$ cat src/rtl/mem_access_if.sv
// Data-memory request/acknowledge bus used by the memory-stage load/store unit.
interface mem_access_if;
  logic        mem_req_o;
  logic        mem_we_o;
  logic [31:0] mem_addr_o;
  logic [3:0]  mem_sel_o;
  logic [31:0] mem_data_o;
  logic [31:0] mem_data_i;
  logic        mem_ack_i;

  modport master (
    output mem_req_o, mem_we_o, mem_addr_o, mem_sel_o, mem_data_o,
    input  mem_data_i, mem_ack_i
  );

  modport slave (
    input  mem_req_o, mem_we_o, mem_addr_o, mem_sel_o, mem_data_o,
    output mem_data_i, mem_ack_i
  );
endinterface

$ cat src/rtl/mem_access.sv
// Memory-stage load/store unit: issues one bus transaction per load/store,
// steers big-endian byte lanes, extends load data, stalls the pipeline while
// the access is outstanding and drives the registered MEM/WB outputs.
module mem_access #(
  parameter int ACK_TIMEOUT = 255,  // 0 disables the ack watchdog
  parameter int TMR_W       = 8
) (
  input  logic          clk,
  input  logic          rst,        // asynchronous, active-low
  input  logic [7:0]    aluop_i,
  input  logic [31:0]   mem_addr_i,
  input  logic [31:0]   reg2_i,
  input  logic [4:0]    wd_i,
  input  logic          wreg_i,
  input  logic [31:0]   wdata_i,
  output logic [4:0]    wd_o,
  output logic          wreg_o,
  output logic [31:0]   wdata_o,
  output logic          stallreq,
  mem_access_if.master  bus,
  output logic          misalign_o,
  output logic          bus_err_o
);

  localparam logic [7:0] OP_LB  = 8'hE0;
  localparam logic [7:0] OP_LH  = 8'hE1;
  localparam logic [7:0] OP_LW  = 8'hE3;
  localparam logic [7:0] OP_LBU = 8'hE4;
  localparam logic [7:0] OP_LHU = 8'hE5;
  localparam logic [7:0] OP_SB  = 8'hE8;
  localparam logic [7:0] OP_SH  = 8'hE9;
  localparam logic [7:0] OP_SW  = 8'hEB;

  localparam logic [1:0] S_IDLE = 2'd0;
  localparam logic [1:0] S_BUSY = 2'd1;
  localparam logic [1:0] S_DONE = 2'd2;

  // Count value on which the last ack-less BUSY cycle times out.
  localparam logic [TMR_W-1:0] TMO_LAST = TMR_W'((ACK_TIMEOUT > 0) ? (ACK_TIMEOUT - 1) : 0);

  // Select the addressed lane of the read word and sign/zero extend it.
  function automatic logic [31:0] load_extend(input logic [7:0] op,
                                              input logic [1:0] lane,
                                              input logic [31:0] d);
    logic [7:0]  b;
    logic [15:0] h;
    case (lane)
      2'd0:    b = d[31:24];
      2'd1:    b = d[23:16];
      2'd2:    b = d[15:8];
      default: b = d[7:0];
    endcase
    h = lane[1] ? d[15:0] : d[31:16];
    case (op)
      OP_LB:   load_extend = {{24{b[7]}}, b};
      OP_LBU:  load_extend = {24'h00_0000, b};
      OP_LH:   load_extend = {{16{h[15]}}, h};
      OP_LHU:  load_extend = {16'h0000, h};
      default: load_extend = d;
    endcase
  endfunction

  logic             is_mem_s, is_store_s, aligned_s;
  logic [1:0]       size_s;   // 0 byte, 1 half, 2 word
  logic [3:0]       sel_s;
  logic [31:0]      st_data_s;

  logic [1:0]       state_q, state_d;
  logic [TMR_W-1:0] cnt_q, cnt_d;
  logic [7:0]       op_q, op_d;
  logic [1:0]       lane_q, lane_d;
  logic [4:0]       swd_q, swd_d;
  logic             swreg_q, swreg_d;
  logic [4:0]       wd_q, wd_d;
  logic             wreg_q, wreg_d;
  logic [31:0]      wdata_q, wdata_d;
  logic             req_q, req_d, we_q, we_d;
  logic [31:0]      addr_q, addr_d, data_q, data_d;
  logic [3:0]       sel_q, sel_d;
  logic             mis_q, mis_d, berr_q, berr_d;

  // Decode the EX op into access size, direction, alignment and lane pattern.
  always_comb begin
    is_mem_s   = 1'b1;
    is_store_s = 1'b0;
    size_s     = 2'd0;
    case (aluop_i)
      OP_LB, OP_LBU: size_s = 2'd0;
      OP_LH, OP_LHU: size_s = 2'd1;
      OP_LW:         size_s = 2'd2;
      OP_SB:         begin size_s = 2'd0; is_store_s = 1'b1; end
      OP_SH:         begin size_s = 2'd1; is_store_s = 1'b1; end
      OP_SW:         begin size_s = 2'd2; is_store_s = 1'b1; end
      default:       is_mem_s = 1'b0;
    endcase
    case (size_s)
      2'd0: begin
        aligned_s = 1'b1;
        sel_s     = 4'b1000 >> mem_addr_i[1:0];
        st_data_s = {4{reg2_i[7:0]}};
      end
      2'd1: begin
        aligned_s = ~mem_addr_i[0];
        sel_s     = mem_addr_i[1] ? 4'b0011 : 4'b1100;
        st_data_s = {2{reg2_i[15:0]}};
      end
      default: begin
        aligned_s = (mem_addr_i[1:0] == 2'b00);
        sel_s     = 4'b1111;
        st_data_s = reg2_i;
      end
    endcase
  end

  // Stall while an aligned access is being issued or is outstanding; held low in reset.
  assign stallreq = rst & ((state_q == S_BUSY) |
                           ((state_q == S_IDLE) & is_mem_s & aligned_s));

  // Next-state logic for the access FSM, bus request and write-back registers.
  always_comb begin
    state_d = state_q;  cnt_d   = cnt_q;   op_d    = op_q;    lane_d  = lane_q;
    swd_d   = swd_q;    swreg_d = swreg_q; wd_d    = wd_q;    wreg_d  = wreg_q;
    wdata_d = wdata_q;  req_d   = req_q;   we_d    = we_q;    addr_d  = addr_q;
    data_d  = data_q;   sel_d   = sel_q;   mis_d   = 1'b0;    berr_d  = 1'b0;
    case (state_q)
      S_IDLE: begin
        if (is_mem_s) begin
          wreg_d = 1'b0;
          if (aligned_s) begin
            req_d   = 1'b1;
            we_d    = is_store_s;
            addr_d  = {mem_addr_i[31:2], 2'b00};
            sel_d   = sel_s;
            data_d  = st_data_s;
            swd_d   = wd_i;
            swreg_d = wreg_i;
            op_d    = aluop_i;
            lane_d  = mem_addr_i[1:0];
            cnt_d   = {TMR_W{1'b0}};
            state_d = S_BUSY;
          end else begin
            mis_d = 1'b1;
          end
        end else begin
          wd_d    = wd_i;
          wreg_d  = wreg_i;
          wdata_d = wdata_i;
        end
      end
      S_BUSY: begin
        if (bus.mem_ack_i) begin
          req_d   = 1'b0;
          cnt_d   = {TMR_W{1'b0}};
          state_d = S_DONE;
          if (we_q) begin
            wreg_d = 1'b0;
          end else begin
            wd_d    = swd_q;
            wreg_d  = swreg_q;
            wdata_d = load_extend(op_q, lane_q, bus.mem_data_i);
          end
        end else if ((ACK_TIMEOUT != 0) && (cnt_q == TMO_LAST)) begin
          req_d   = 1'b0;
          berr_d  = 1'b1;
          wreg_d  = 1'b0;
          cnt_d   = {TMR_W{1'b0}};
          state_d = S_DONE;
        end else begin
          cnt_d = cnt_q + TMR_W'(1);
        end
      end
      S_DONE: begin
        wreg_d  = 1'b0;
        state_d = S_IDLE;
      end
      default: begin
        req_d   = 1'b0;
        wreg_d  = 1'b0;
        state_d = S_IDLE;
      end
    endcase
  end

  // State and output registers; reset clears everything, dropping any request at once.
  always_ff @(posedge clk or negedge rst) begin
    if (!rst) begin
      state_q <= S_IDLE;      cnt_q   <= {TMR_W{1'b0}}; op_q    <= 8'h00;
      lane_q  <= 2'b00;       swd_q   <= 5'd0;          swreg_q <= 1'b0;
      wd_q    <= 5'd0;        wreg_q  <= 1'b0;          wdata_q <= 32'h0;
      req_q   <= 1'b0;        we_q    <= 1'b0;          addr_q  <= 32'h0;
      data_q  <= 32'h0;       sel_q   <= 4'b0000;       mis_q   <= 1'b0;
      berr_q  <= 1'b0;
    end else begin
      state_q <= state_d;     cnt_q   <= cnt_d;         op_q    <= op_d;
      lane_q  <= lane_d;      swd_q   <= swd_d;         swreg_q <= swreg_d;
      wd_q    <= wd_d;        wreg_q  <= wreg_d;        wdata_q <= wdata_d;
      req_q   <= req_d;       we_q    <= we_d;          addr_q  <= addr_d;
      data_q  <= data_d;      sel_q   <= sel_d;         mis_q   <= mis_d;
      berr_q  <= berr_d;
    end
  end

  assign wd_o           = wd_q;
  assign wreg_o         = wreg_q;
  assign wdata_o        = wdata_q;
  assign misalign_o     = mis_q;
  assign bus_err_o      = berr_q;
  assign bus.mem_req_o  = req_q;
  assign bus.mem_we_o   = we_q;
  assign bus.mem_addr_o = addr_q;
  assign bus.mem_sel_o  = sel_q;
  assign bus.mem_data_o = data_q;

endmodule
$ cat src/flat_wrapper.sv
// flat-port wrapper written by rule: the top's interface ports become plain ports
module mem_access_flat 
#(
  parameter int ACK_TIMEOUT = 255,                                
  parameter int TMR_W       = 8
)
  (clk, rst, aluop_i, mem_addr_i, reg2_i, wd_i, wreg_i, wdata_i, wd_o, wreg_o, wdata_o, stallreq, misalign_o, bus_err_o, bus_mem_req_o, bus_mem_we_o, bus_mem_addr_o, bus_mem_sel_o, bus_mem_data_o, bus_mem_data_i, bus_mem_ack_i);
  mem_access_if bus_i ();
  input  logic clk;
  input  logic rst;
  input  logic [7:0] aluop_i;
  input  logic [31:0] mem_addr_i;
  input  logic [31:0] reg2_i;
  input  logic [4:0] wd_i;
  input  logic wreg_i;
  input  logic [31:0] wdata_i;
  output logic [4:0] wd_o;
  output logic wreg_o;
  output logic [31:0] wdata_o;
  output logic stallreq;
  output logic misalign_o;
  output logic bus_err_o;
  output wire logic [$bits(bus_i.mem_req_o)-1:0] bus_mem_req_o;
  output wire logic [$bits(bus_i.mem_we_o)-1:0] bus_mem_we_o;
  output wire logic [$bits(bus_i.mem_addr_o)-1:0] bus_mem_addr_o;
  output wire logic [$bits(bus_i.mem_sel_o)-1:0] bus_mem_sel_o;
  output wire logic [$bits(bus_i.mem_data_o)-1:0] bus_mem_data_o;
  input wire logic [$bits(bus_i.mem_data_i)-1:0] bus_mem_data_i;
  input wire logic [$bits(bus_i.mem_ack_i)-1:0] bus_mem_ack_i;
  assign bus_mem_req_o = bus_i.mem_req_o;
  assign bus_mem_we_o = bus_i.mem_we_o;
  assign bus_mem_addr_o = bus_i.mem_addr_o;
  assign bus_mem_sel_o = bus_i.mem_sel_o;
  assign bus_mem_data_o = bus_i.mem_data_o;
  assign bus_i.mem_data_i = bus_mem_data_i;
  assign bus_i.mem_ack_i = bus_mem_ack_i;
  mem_access #(.ACK_TIMEOUT(ACK_TIMEOUT), .TMR_W(TMR_W)) u_core (.clk(clk), .rst(rst), .aluop_i(aluop_i), .mem_addr_i(mem_addr_i), .reg2_i(reg2_i), .wd_i(wd_i), .wreg_i(wreg_i), .wdata_i(wdata_i), .wd_o(wd_o), .wreg_o(wreg_o), .wdata_o(wdata_o), .stallreq(stallreq), .bus(bus_i), .misalign_o(misalign_o), .bus_err_o(bus_err_o));
endmodule
$ cat config.mk
export PLATFORM = sky130hd
export DESIGN_NAME = mem_access_flat
export DESIGN_NICKNAME = d
export VERILOG_FILES = /design/src/rtl/mem_access_if.sv /design/src/rtl/mem_access.sv /design/src/flat_wrapper.sv
export SDC_FILE = /design/constraint.sdc
export NUM_CORES = 1
export LEC_CHECK = 0
export CAP_MARGIN = 20
export CORE_UTILIZATION = 48
export DETAILED_ROUTE_END_ITERATION = 10
export GPL_TIMING_DRIVEN = 1
export HOLD_SLACK_MARGIN = 0.12
export PLACE_DENSITY_LB_ADDON = 0.12
export SLEW_MARGIN = 10
export SYNTH_ARGS = -nofsm -noshare
export SYNTH_HDL_FRONTEND = slang
export SYNTH_SLANG_ARGS = --single-unit
$ cat constraint.sdc
create_clock -name clk -period 5.08 [get_ports clk]
set_clock_uncertainty 0.2 [all_clocks]
set_input_delay 0.762 -clock clk [delete_from_list [all_inputs] [get_ports clk]]
set_output_delay 0.762 -clock clk [all_outputs]
set_load 0.02 [all_outputs]
Yosys cells after proc, flatten, opt, wreduce, memory -nomap -nowiden
Index checks and enable logic that the tools add are counted.
{"block": "word_totals", "ff_bits": 134, "input_bits": 145, "out_inout_bits": 111, "elab_cells": 105}
{"block": "classes", "add_sub_neg": 1, "n_eq_ne": 24, "shifts": 1, "n_mux": 43, "bitwise": 6, "reduce_logical": 14}
{"cell": "$pmux W32 S2", "n": 2}
{"cell": "$pmux W32 S4", "n": 1}
{"cell": "$eq A8 B8 Y1 const B", "n": 13}
{"cell": "$mux W32", "n": 3}
{"cell": "$mux W8", "n": 4}
{"cell": "$pmux W8 S3", "n": 1}
{"cell": "$mux W16", "n": 1}
{"cell": "$pmux W8 S2", "n": 1}
{"cell": "$mux W1", "n": 15}
{"cell": "$mux W5", "n": 3}
{"cell": "$pmux W5 S2", "n": 1}
{"cell": "$reduce_and A3 Y1", "n": 3}
{"cell": "$add A8 B1 Y8 const B", "n": 1}
{"cell": "$logic_not A2 Y1", "n": 4}
{"cell": "$mux W2", "n": 4}
{"cell": "$pmux W2 S2", "n": 2}
{"cell": "$pmux W4 S2", "n": 1}
{"cell": "$reduce_and A4 Y1", "n": 2}
{"cell": "$reduce_or A8 Y1", "n": 1}
{"cell": "$eq A2 B1 Y1 const B", "n": 3}
{"cell": "$ne A2 B2 Y1 const B", "n": 3}
{"cell": "$reduce_or A3 Y1", "n": 2}
{"cell": "$eq A2 B2 Y1 const B", "n": 2}
{"cell": "$mux W4", "n": 1}
{"cell": "other kinds (10)", "n": 15}

Longest topological paths before layout
{"block": "logic_depth", "word_depth": 8, "mapped_depth": 8, "depth_no_buf": 7}

Least setup slack after synthesis
Ideal clock, no wire load.
{"block": "synth_timing", "kind": "input port to output port", "from": "input mem_addr_i[0]", "to": "output stallreq", "arrival_ns": 1.866, "t_required_ns": 4.118, "setup_slack_ns": 2.252, "cell_stages": 5, "path_buffers": 1, "path_cell_list": "clkbuf_1 > a21oi_1 > o32ai_1 > o41ai_1 > and2_1"}
{"block": "synth_via", "elab_chain_len": 5, "elab_cells_between_ends": 6, "cone_classes": "1 x mux; 4 x bitwise; 1 x reduce/logical"}
{"item": "from (decl)", "line_no": "flat_wrapper.sv:12", "source": "input logic [31:0] mem_addr_i;"}
{"item": "$logic_not A2 Y1 or $not A1 Y1 (tied branches)", "line_no": "mem_access.sv:108, mem_access.sv:103"}
{"item": "$pmux W1 S2 *", "line_no": "mem_access.sv:96", "source": "case (size_s)"}
{"item": "$and A1 B1 Y1 *", "line_no": "mem_access.sv:117", "source": "((state_q == S_IDLE) & is_mem_s & aligned_s));"}
{"item": "$or A1 B1 Y1 *", "line_no": "mem_access.sv:116", "source": "assign stallreq = rst & ((state_q == S_BUSY) |"}
{"item": "$and A1 B1 Y1 *", "line_no": "mem_access.sv:116"}
{"item": "to (decl)", "line_no": "flat_wrapper.sv:20", "source": "output logic stallreq;"}
Mark *: on every way between the ends. The rest lies on a longest branch, timed or not.

Worst setup path in the final report
Same ends and word-level chain as after synthesis.

==> run_summary.xml <==
<?xml version="1.0" encoding="UTF-8"?>
<metrics>
  <group name="clock_network">
    <metric name="cts_repair_resize_count" unit="">0</metric>
    <metric name="cts_hold_buffers" unit="">0</metric>
    <metric name="clock_latency_late_sink" unit="ns">0.42</metric>
    <metric name="cts_setup_buffers" unit="">0</metric>
    <metric name="clk_root_buffer_cell" unit="">clkbuf_16</metric>
    <metric name="clkSlewWorstSetupHoldPaths" unit="ns">0.05</metric>
    <metric name="clk_path_buf_depth" unit="">2</metric>
    <metric name="num_cts_buffers" unit="">17</metric>
    <metric name="htreeDepth" unit="">4</metric>
    <metric name="clock_sinks" unit="">134</metric>
    <metric name="cts_tree" unit="">yes</metric>
  </group>
  <group name="grt">
    <metric name="use_met1" unit="">0.345</metric>
    <metric name="grt_pass1_wl" unit="µm">31600</metric>
    <metric name="antenna_found_initial" unit="">0</metric>
    <metric name="highest_utilization_routing_layer_at_the_global_route_stage" unit="">met2</metric>
    <metric name="grt_start_max_net_pins" unit="">74</metric>
    <metric name="grtUsageMet2" unit="">0.476</metric>
    <metric name="globalRouteOverflowTotal" unit="">0</metric>
    <metric name="met3_usage" unit="">0.102</metric>
    <metric name="first_global_vias" unit="">6060</metric>
    <metric name="grt.total_usage" unit="">0.288</metric>
  </group>
  <group name="cells_and_area">
    <metric name="layout_commonest_cell" unit="">clkdlybuf4s50_1</metric>
    <metric name="final_cell_mix" unit="">252 x clkdlybuf4s50_1, 134 x dfrtp_1, 68 x nand2_1, 50 x mux2_2, 45 x o21ai_0</metric>
    <metric name="regArea" unit="µm²">3350</metric>
    <metric name="n_fill_cell" unit="">962</metric>
    <metric name="post_route_cells_drive_above_1_share" unit="">0.121</metric>
    <metric name="final_net_count" unit="">993</metric>
    <metric name="multiInputGateArea" unit="µm²">3030</metric>
    <metric name="area_growth" unit="%">48.5</metric>
    <metric name="antennaDiodeCount" unit="">0</metric>
  </group>
  <group name="timing">
    <metric name="setup-violations-final" unit="">0</metric>
    <metric name="achievable_frequency" unit="MHz">247</metric>
    <metric name="timing_max_transition_violations_final" unit="">0</metric>
    <metric name="final.setup.tns" unit="ns">0</metric>
    <metric name="worst_slew_pin_slew" unit="ns">1.02</metric>
    <metric name="final_report_hold_violation_count" unit="">0</metric>
    <metric name="layout_worst_path_cycle_share" unit="">0.798</metric>
    <metric name="maxSlewHeadroom" unit="">0.317</metric>
    <metric name="setup_repair_after_global_routing_missed_its_margin" unit="">no</metric>
    <metric name="fin_crit" unit="ns">4.05</metric>
  </group>
  <group name="drt">
    <metric name="via_count" unit="">5932</metric>
    <metric name="vias_per_cell" unit="">5.74</metric>
    <metric name="drtIter0Drc" unit="">612</metric>
    <metric name="totalWireLength" unit="µm">19900</metric>
    <metric name="antenna_left" unit="">0</metric>
    <metric name="route.detailed.drc" unit="">0</metric>
    <metric name="avgRoutedWirePerCell" unit="µm">19.3</metric>
    <metric name="drtPass1Iterations" unit="">6</metric>
  </group>
  <group name="placement">
    <metric name="place.port_buffers" unit="">253</metric>
    <metric name="hpwl" unit="µm">14100</metric>
    <metric name="gpl.final_weighted_congestion" unit="">0.897</metric>
  </group>
  <group name="yosys">
    <metric name="yosys_warnings" unit="">0</metric>
    <metric name="synth_area_leaders" unit="">dfrtp_1 51%, mux2_2 8.5%, mux2i_1 5.2%</metric>
    <metric name="asyncSetResetFlopFracSynth" unit="">1.00</metric>
    <metric name="synth-seq-cells" unit="">134</metric>
    <metric name="synth_enable_flop_cells" unit="">0</metric>
    <metric name="syn_area_per_cell" unit="µm²">10.8</metric>
    <metric name="synthDominantCellAreaShare" unit="">0.509</metric>
    <metric name="synth_seq_area_share" unit="">0.509</metric>
    <metric name="netlist_instances" unit="">613</metric>
    <metric name="synth.cell_area" unit="µm²">6590</metric>
    <metric name="synth_top_area_cell" unit="">dfrtp_1</metric>
    <metric name="yosysUniqueCellTypes" unit="">54</metric>
    <metric name="synth-main-ff-cell" unit="">dfrtp_1</metric>
  </group>
  <group name="floorplanning">
    <metric name="row_count" unit="">42</metric>
    <metric name="design.portCount" unit="">256</metric>
    <metric name="fp.dieW" unit="µm">119</metric>
    <metric name="chipHeight" unit="µm">119</metric>
    <metric name="dieArea" unit="µm²">14200</metric>
    <metric name="floorplan.core_area" unit="µm²">13300</metric>
    <metric name="floorplan.initialDensity" unit="">0.496</metric>
  </group>
  <group name="pwr">
    <metric name="power.share.switching" unit="">0.315</metric>
    <metric name="intPower" unit="mW">2.69</metric>
    <metric name="combPwrFrac" unit="">0.321</metric>
    <metric name="p_seq_frac" unit="">0.369</metric>
    <metric name="switching_power" unit="mW">1.24</metric>
    <metric name="share_clk_of_total_power" unit="">0.310</metric>
    <metric name="ir_drop" unit="mV">0.394</metric>
    <metric name="fin_total_pwr" unit="mW">3.93</metric>
    <metric name="power_density" unit="nW/µm²">401</metric>
    <metric name="power_leakage" unit="nW">4.06</metric>
  </group>
  <group name="critical_path">
    <metric name="crit_path_end_kind" unit="">output port</metric>
    <metric name="worst_path_largest_cell_delay" unit="ns">0.66</metric>
    <metric name="timing.critical_path.depth" unit="">6</metric>
    <metric name="critical_path_s_slowest_cell" unit="">o32ai_1</metric>
    <metric name="cp_num_buf_inv" unit="">2</metric>
    <metric name="startpoint_type" unit="">input port</metric>
    <metric name="critical-path-top-delay-family" unit="">buffers and inverters</metric>
    <metric name="path_max_fanout" unit="">8</metric>
    <metric name="rr_worst_depth" unit="">5</metric>
    <metric name="critical_path.cell_chain" unit="">clkdlybuf4s50_1 &gt; nand2_1 &gt; o32ai_1 &gt; o41ai_1 &gt; and2_1 &gt; clkdlybuf4s50_1</metric>
    <metric name="worst-r2r-setup-slack" unit="ns">2.17</metric>
    <metric name="critPathArrivalTime" unit="ns">3.09</metric>
    <metric name="startpoint_to_endpoint_class_of_the_critical_path" unit="">in -&gt; out</metric>
    <metric name="cp.required" unit="ns">4.12</metric>
    <metric name="critPathMostFrequentCell" unit="">clkdlybuf4s50_1</metric>
  </group>
  <group name="run_status">
    <metric name="run_status" unit="">complete, no violations</metric>
  </group>
  <group name="job">
    <metric name="maxCapViolCount" unit="">0</metric>
  </group>
  <group name="worst_hold_path">
    <metric name="hold_path.class" unit="">in -&gt; async</metric>
  </group>
</metrics>
kinds of logic after synthesis:
logic type | synth area share
multiplexers | 0.164
AO/OA/AOI/OAI | 0.176
flip-flops | 0.509
other | 0.000569
buffers and inverters | 0.0351
AND/OR/NAND/NOR | 0.110
adder cells (fa/ha/maj) | 0.00380
XOR/XNOR | 0.00133
worst paths after layout:
path | startpoint | endpoint
worst max-delay path | mem_addr_i[0] | stallreq
worst min-delay path | rst | u_core.cnt_q[6]
worst max register to register | u_core.state_q[0] | u_core.bus.mem_addr_o[23]
worst min register to register | u_core.op_q[5] | u_core.op_q[5]
max in group asynchronous | rst | u_core.bus.mem_addr_o[25]
min in group clk | u_core.op_q[5] | u_core.op_q[5]
cell usage after synthesis (2+ instances only):
| cell | count |
|---|---|
| o221ai_1 | 12 |
| o2bb2ai_1 | 17 |
| a22oi_1 | 9 |
| a211oi_1 | 2 |
| mux2i_1 | 34 |
| and3_1 | 3 |
| o31a_1 | 2 |
| o211ai_1 | 3 |
| mux2_2 | 50 |
| ha_1 | 2 |
| inv_1 | 4 |
| buf_6 | 3 |
| nor3_1 | 2 |
| o21ai_0 | 45 |
| o41ai_1 | 2 |
| nor2b_1 | 14 |
| clkbuf_1 | 27 |
| nand4_1 | 3 |
| a2bb2oi_1 | 8 |
| buf_1 | 7 |
| o32ai_1 | 9 |
| and2_1 | 3 |
| nand2_1 | 68 |
| a21oi_1 | 43 |
| mux4_2 | 8 |
| nor2_1 | 38 |
| o22a_1 | 2 |
| o21ai_1 | 5 |
| dfrtp_1 | 134 |
| a21o_1 | 3 |
| nand3_1 | 6 |
| buf_4 | 2 |
| buf_2 | 8 |
| or2_2 | 5 |
| a31oi_1 | 2 |
| nand2b_1 | 6 |
| o31ai_1 | 5 |
routing by layer:
| metal | up-vias | share of wire |
|---|---|---|
| li1 | 2698 | - |
| met1 | 2883 | 0.39 |
| met2 | 305 | 0.49 |
| met4 | 0 | 0.029 |
| met5 | - | 0 |
| met3 | 46 | 0.096 |
power by group through the flow:
stage          Clock, mW  Sequential (mW)  Combinational [mW]
6_report            1.22             1.45                1.26
5_1_grt             1.28             1.48                1.34
4_1_cts             1.23             1.45                1.26
3_5_place_dp           0             1.46                1.25
3_3_place_gp           0             1.45                1.23
2_1_floorplan          0             1.65               0.428
metrics by stage:
step           cells  cell area (µm²)  hold slack [ns]  worst slack, ns  utilization
3_5_place_dp    1002             9200            0.250             1.03        0.692
6_report        1034             9790            0.169             1.03        0.736
5_1_grt         1034             9790            0.211            0.852        0.736
4_1_cts         1033             9780            0.181             1.02        0.735
3_3_place_gp    1002             9200            0.247             1.06        0.692
2_1_floorplan    614             6600            0.230             2.25            -
cell type report:
type                       count  share of cell area
timing repair buffer         260               0.264
multi-input combinational    429               0.310
inverter                       4             0.00153
sequential                   134               0.343
clock inverter                 8              0.0101
tap                          176              0.0225
clock buffer                  23              0.0488
flip-flops by register name (all words and copies together) (netlist names):
register / count
u_core.bus.mem_addr_o: 30
u_core.bus_err_o: 1
u_core.cnt_q: 8
u_core.swd_q: 5
u_core.misalign_o: 1
u_core.state_q: 2
u_core.wreg_o: 1
u_core.bus.mem_req_o: 1
u_core.wdata_o: 32
u_core.wd_o: 5
u_core.swreg_q: 1
u_core.lane_q: 2
u_core.bus.mem_sel_o: 4
u_core.bus.mem_we_o: 1
u_core.bus.mem_data_o: 32
u_core.op_q: 8
Power figures use the tool's default switching activity.
==> RTL edit (same settings) <==
`TMR_W` is set to 8 in 2 places; all go to 12.
--- a/src/rtl/mem_access.sv
+++ b/src/rtl/mem_access.sv
@@ -4,5 +4,5 @@
 module mem_access #(
   parameter int ACK_TIMEOUT = 255,  // 0 disables the ack watchdog
-  parameter int TMR_W       = 8
+  parameter int TMR_W       = 12
 ) (
   input  logic          clk,
--- a/src/flat_wrapper.sv
+++ b/src/flat_wrapper.sv
@@ -3,5 +3,5 @@
 #(
   parameter int ACK_TIMEOUT = 255,                                
-  parameter int TMR_W       = 8
+  parameter int TMR_W       = 12
 )
   (clk, rst, aluop_i, mem_addr_i, reg2_i, wd_i, wreg_i, wdata_i, wd_o, wreg_o, wdata_o, stallreq, misalign_o, bus_err_o, bus_mem_req_o, bus_mem_we_o, bus_mem_addr_o, bus_mem_sel_o, bus_mem_data_o, bus_mem_data_i, bus_mem_ack_i);
Formal check against the unedited RTL: no difference found for any inputs over 4 cycles, from zero or initial values and one cycle with rst low; that may be too few to reach the edited logic, so the function may still have changed.
==> RTL edit against the unedited design <==
- total power grew 2.4%
- setup slack worse by 0.41 ns
- highest routed layer unchanged
- area after synthesis rose by 4.1%
- cell area rose by 3.0%
- non-clock buffer count increased by 3
- wire length rose by 5.2%
- sequential cell count is 4 higher
==> RTL edit: results (changes against the unedited design) <==
{| class="wikitable"
! Metric !! Value
|-
| Result of the run || finished clean (unchanged)
|-
| Setup slack after placement || 0.728 ns (was 1.03 ns)
|-
| Global-route usage over all layers || 0.289 (was 0.288)
|-
| Slew at the pin closest to its max-slew limit || 1.10 ns (was 1.02 ns)
|-
| Min cycle time layout || 4.46 ns (was 4.05 ns)
|-
| Last weighted congestion value of the routability-driven placer || 0.837 (was 0.897)
|-
| Number of nets in the finished design || 1,046 (was 993)
|-
| Leading cell types by count after synthesis || sky130_fd_sc_hd__dfrtp_1, sky130_fd_sc_hd__nand2_1, sky130_fd_sc_hd__nor2_1, sky130_fd_sc_hd__o21ai_0, sky130_fd_sc_hd__mux2_2 (was sky130_fd_sc_hd__dfrtp_1, sky130_fd_sc_hd__nand2_1, sky130_fd_sc_hd__mux2_2)
|-
| Post-DR wirelength/cell || 19.2 um (was 19.3 um)
|-
| Critical register-to-register path endpoint || u_core.bus.mem_data_o[9] (was u_core.bus.mem_addr_o[23])
|-
| Type of the worst min-delay path || reg -> reg (was in -> async)
|-
| Fraction of layout cells with a size suffix above 1 || 0.115 (was 0.121)
|-
| Largest vdd supply drop || 0.000279 V (was 0.000394 V)
|-
| Maximum number of pins on one net before global-route repair || 57 (was 74)
|-
| Vias in the first global route || 6,205 (was 6,060)
|-
| Hpwl dp || 14.9 mm (was 14.1 mm)
|-
| Number of distinct library cells after synthesis || 60 (was 54)
|-
| Detailed-route vias per instance || 5.83 (was 5.74)
|-
| Placed cell areas || 9440 sq um (was 9200 sq um)
|-
| Worst-path cell with the longest stage delay || sky130_fd_sc_hd__a21oi_1 (was sky130_fd_sc_hd__o32ai_1)
|-
| WP data arrival || 3.50 ns (was 3.09 ns)
|-
| Peak per-stage delay on the critical path || 0.81 ns (was 0.66 ns)
|-
| Dpl cells || 1,059 (was 1,002)
|-
| Main area contributors after synthesis || sky130_fd_sc_hd__dfrtp_1, sky130_fd_sc_hd__mux2_2, sky130_fd_sc_hd__o21ai_0 (was sky130_fd_sc_hd__dfrtp_1, sky130_fd_sc_hd__mux2_2, sky130_fd_sc_hd__mux2i_1)
|-
| Internal reg-to-reg setup slack || 2.41 ns (was 2.17 ns)
|-
| Part of the Yosys area used for sequential elements || 0.503 (was 0.509)
|-
| Synth Area per Inst || 10.3 sq um (was 10.8 sq um)
|-
| Critical path peak fanout || 14 (was 8)
|-
| Hold WS || 0.268 ns (was 0.169 ns)
|}
==> RTL edit: changes by cell type after synthesis, moves of 12 or more <==
cell | unedited run | this run
sky130_fd_sc_hd__a221oi_1 | 0 | 16
sky130_fd_sc_hd__mux2i_1 | 34 | 13
sky130_fd_sc_hd__nor2_1 | 38 | 66
sky130_fd_sc_hd__o21ai_0 | 45 | 66
sky130_fd_sc_hd__o221ai_1 | 12 | 0
==> RTL edit: logic make-up after synthesis <==
| family | count (synthesis) | share of synthesized area |
|---|---|---|
| simple gates | 213 | 0.146 |
| buf+inv | 61 | 0.0425 |
| other cells | 1 | 0.000546 |
| compound gates | 187 | 0.184 |
| mux | 65 | 0.117 |
| xor+xnor | 2 | 0.00255 |
| fa+ha+maj | 2 | 0.00365 |
| flops | 138 | 0.503 |
==> RTL edit: how the worst max path moves through the flow <==
| stage | start | to |
|---|---|---|
| floorplan | mem_addr_i[0] | stallreq |
| global placement | aluop_i[3] | stallreq |
| detailed placement | aluop_i[3] | stallreq |
| CTS | aluop_i[3] | stallreq |
| global route | aluop_i[3] | stallreq |
| finish | aluop_i[3] | stallreq |
==> RTL edit: layout make-up <==
class,instances,area (sq um)
well taps,180,225
fillers,1012,3860
flip-flops and latches,138,3450
multi-input cells,471,3130
inverters,8,30.0
clock buffers,20,457
clock inverters,12,164
repair buffers,263,2610
==> RTL edit: timing repair <==
item	in CTS	in global routing
setup buffers	0	0
hold buffers	1	0
hold endpoints to repair	31	0
==> RTL edit: layer usage <==
layer	up-vias	global-route usage	wire length (um)
met1	3122	0.373	8570
met4	0	0.116	546
met5	-	0	0
met3	39	0.0768	1840
met2	315	0.464	10000
li1	2887	-	-
==> RTL edit: report_power, final <==
part           internal, mW  switching, mW  total, mW
logic                 0.627          0.615       1.24
registers              1.32          0.157       1.48
clock network         0.805          0.497       1.30
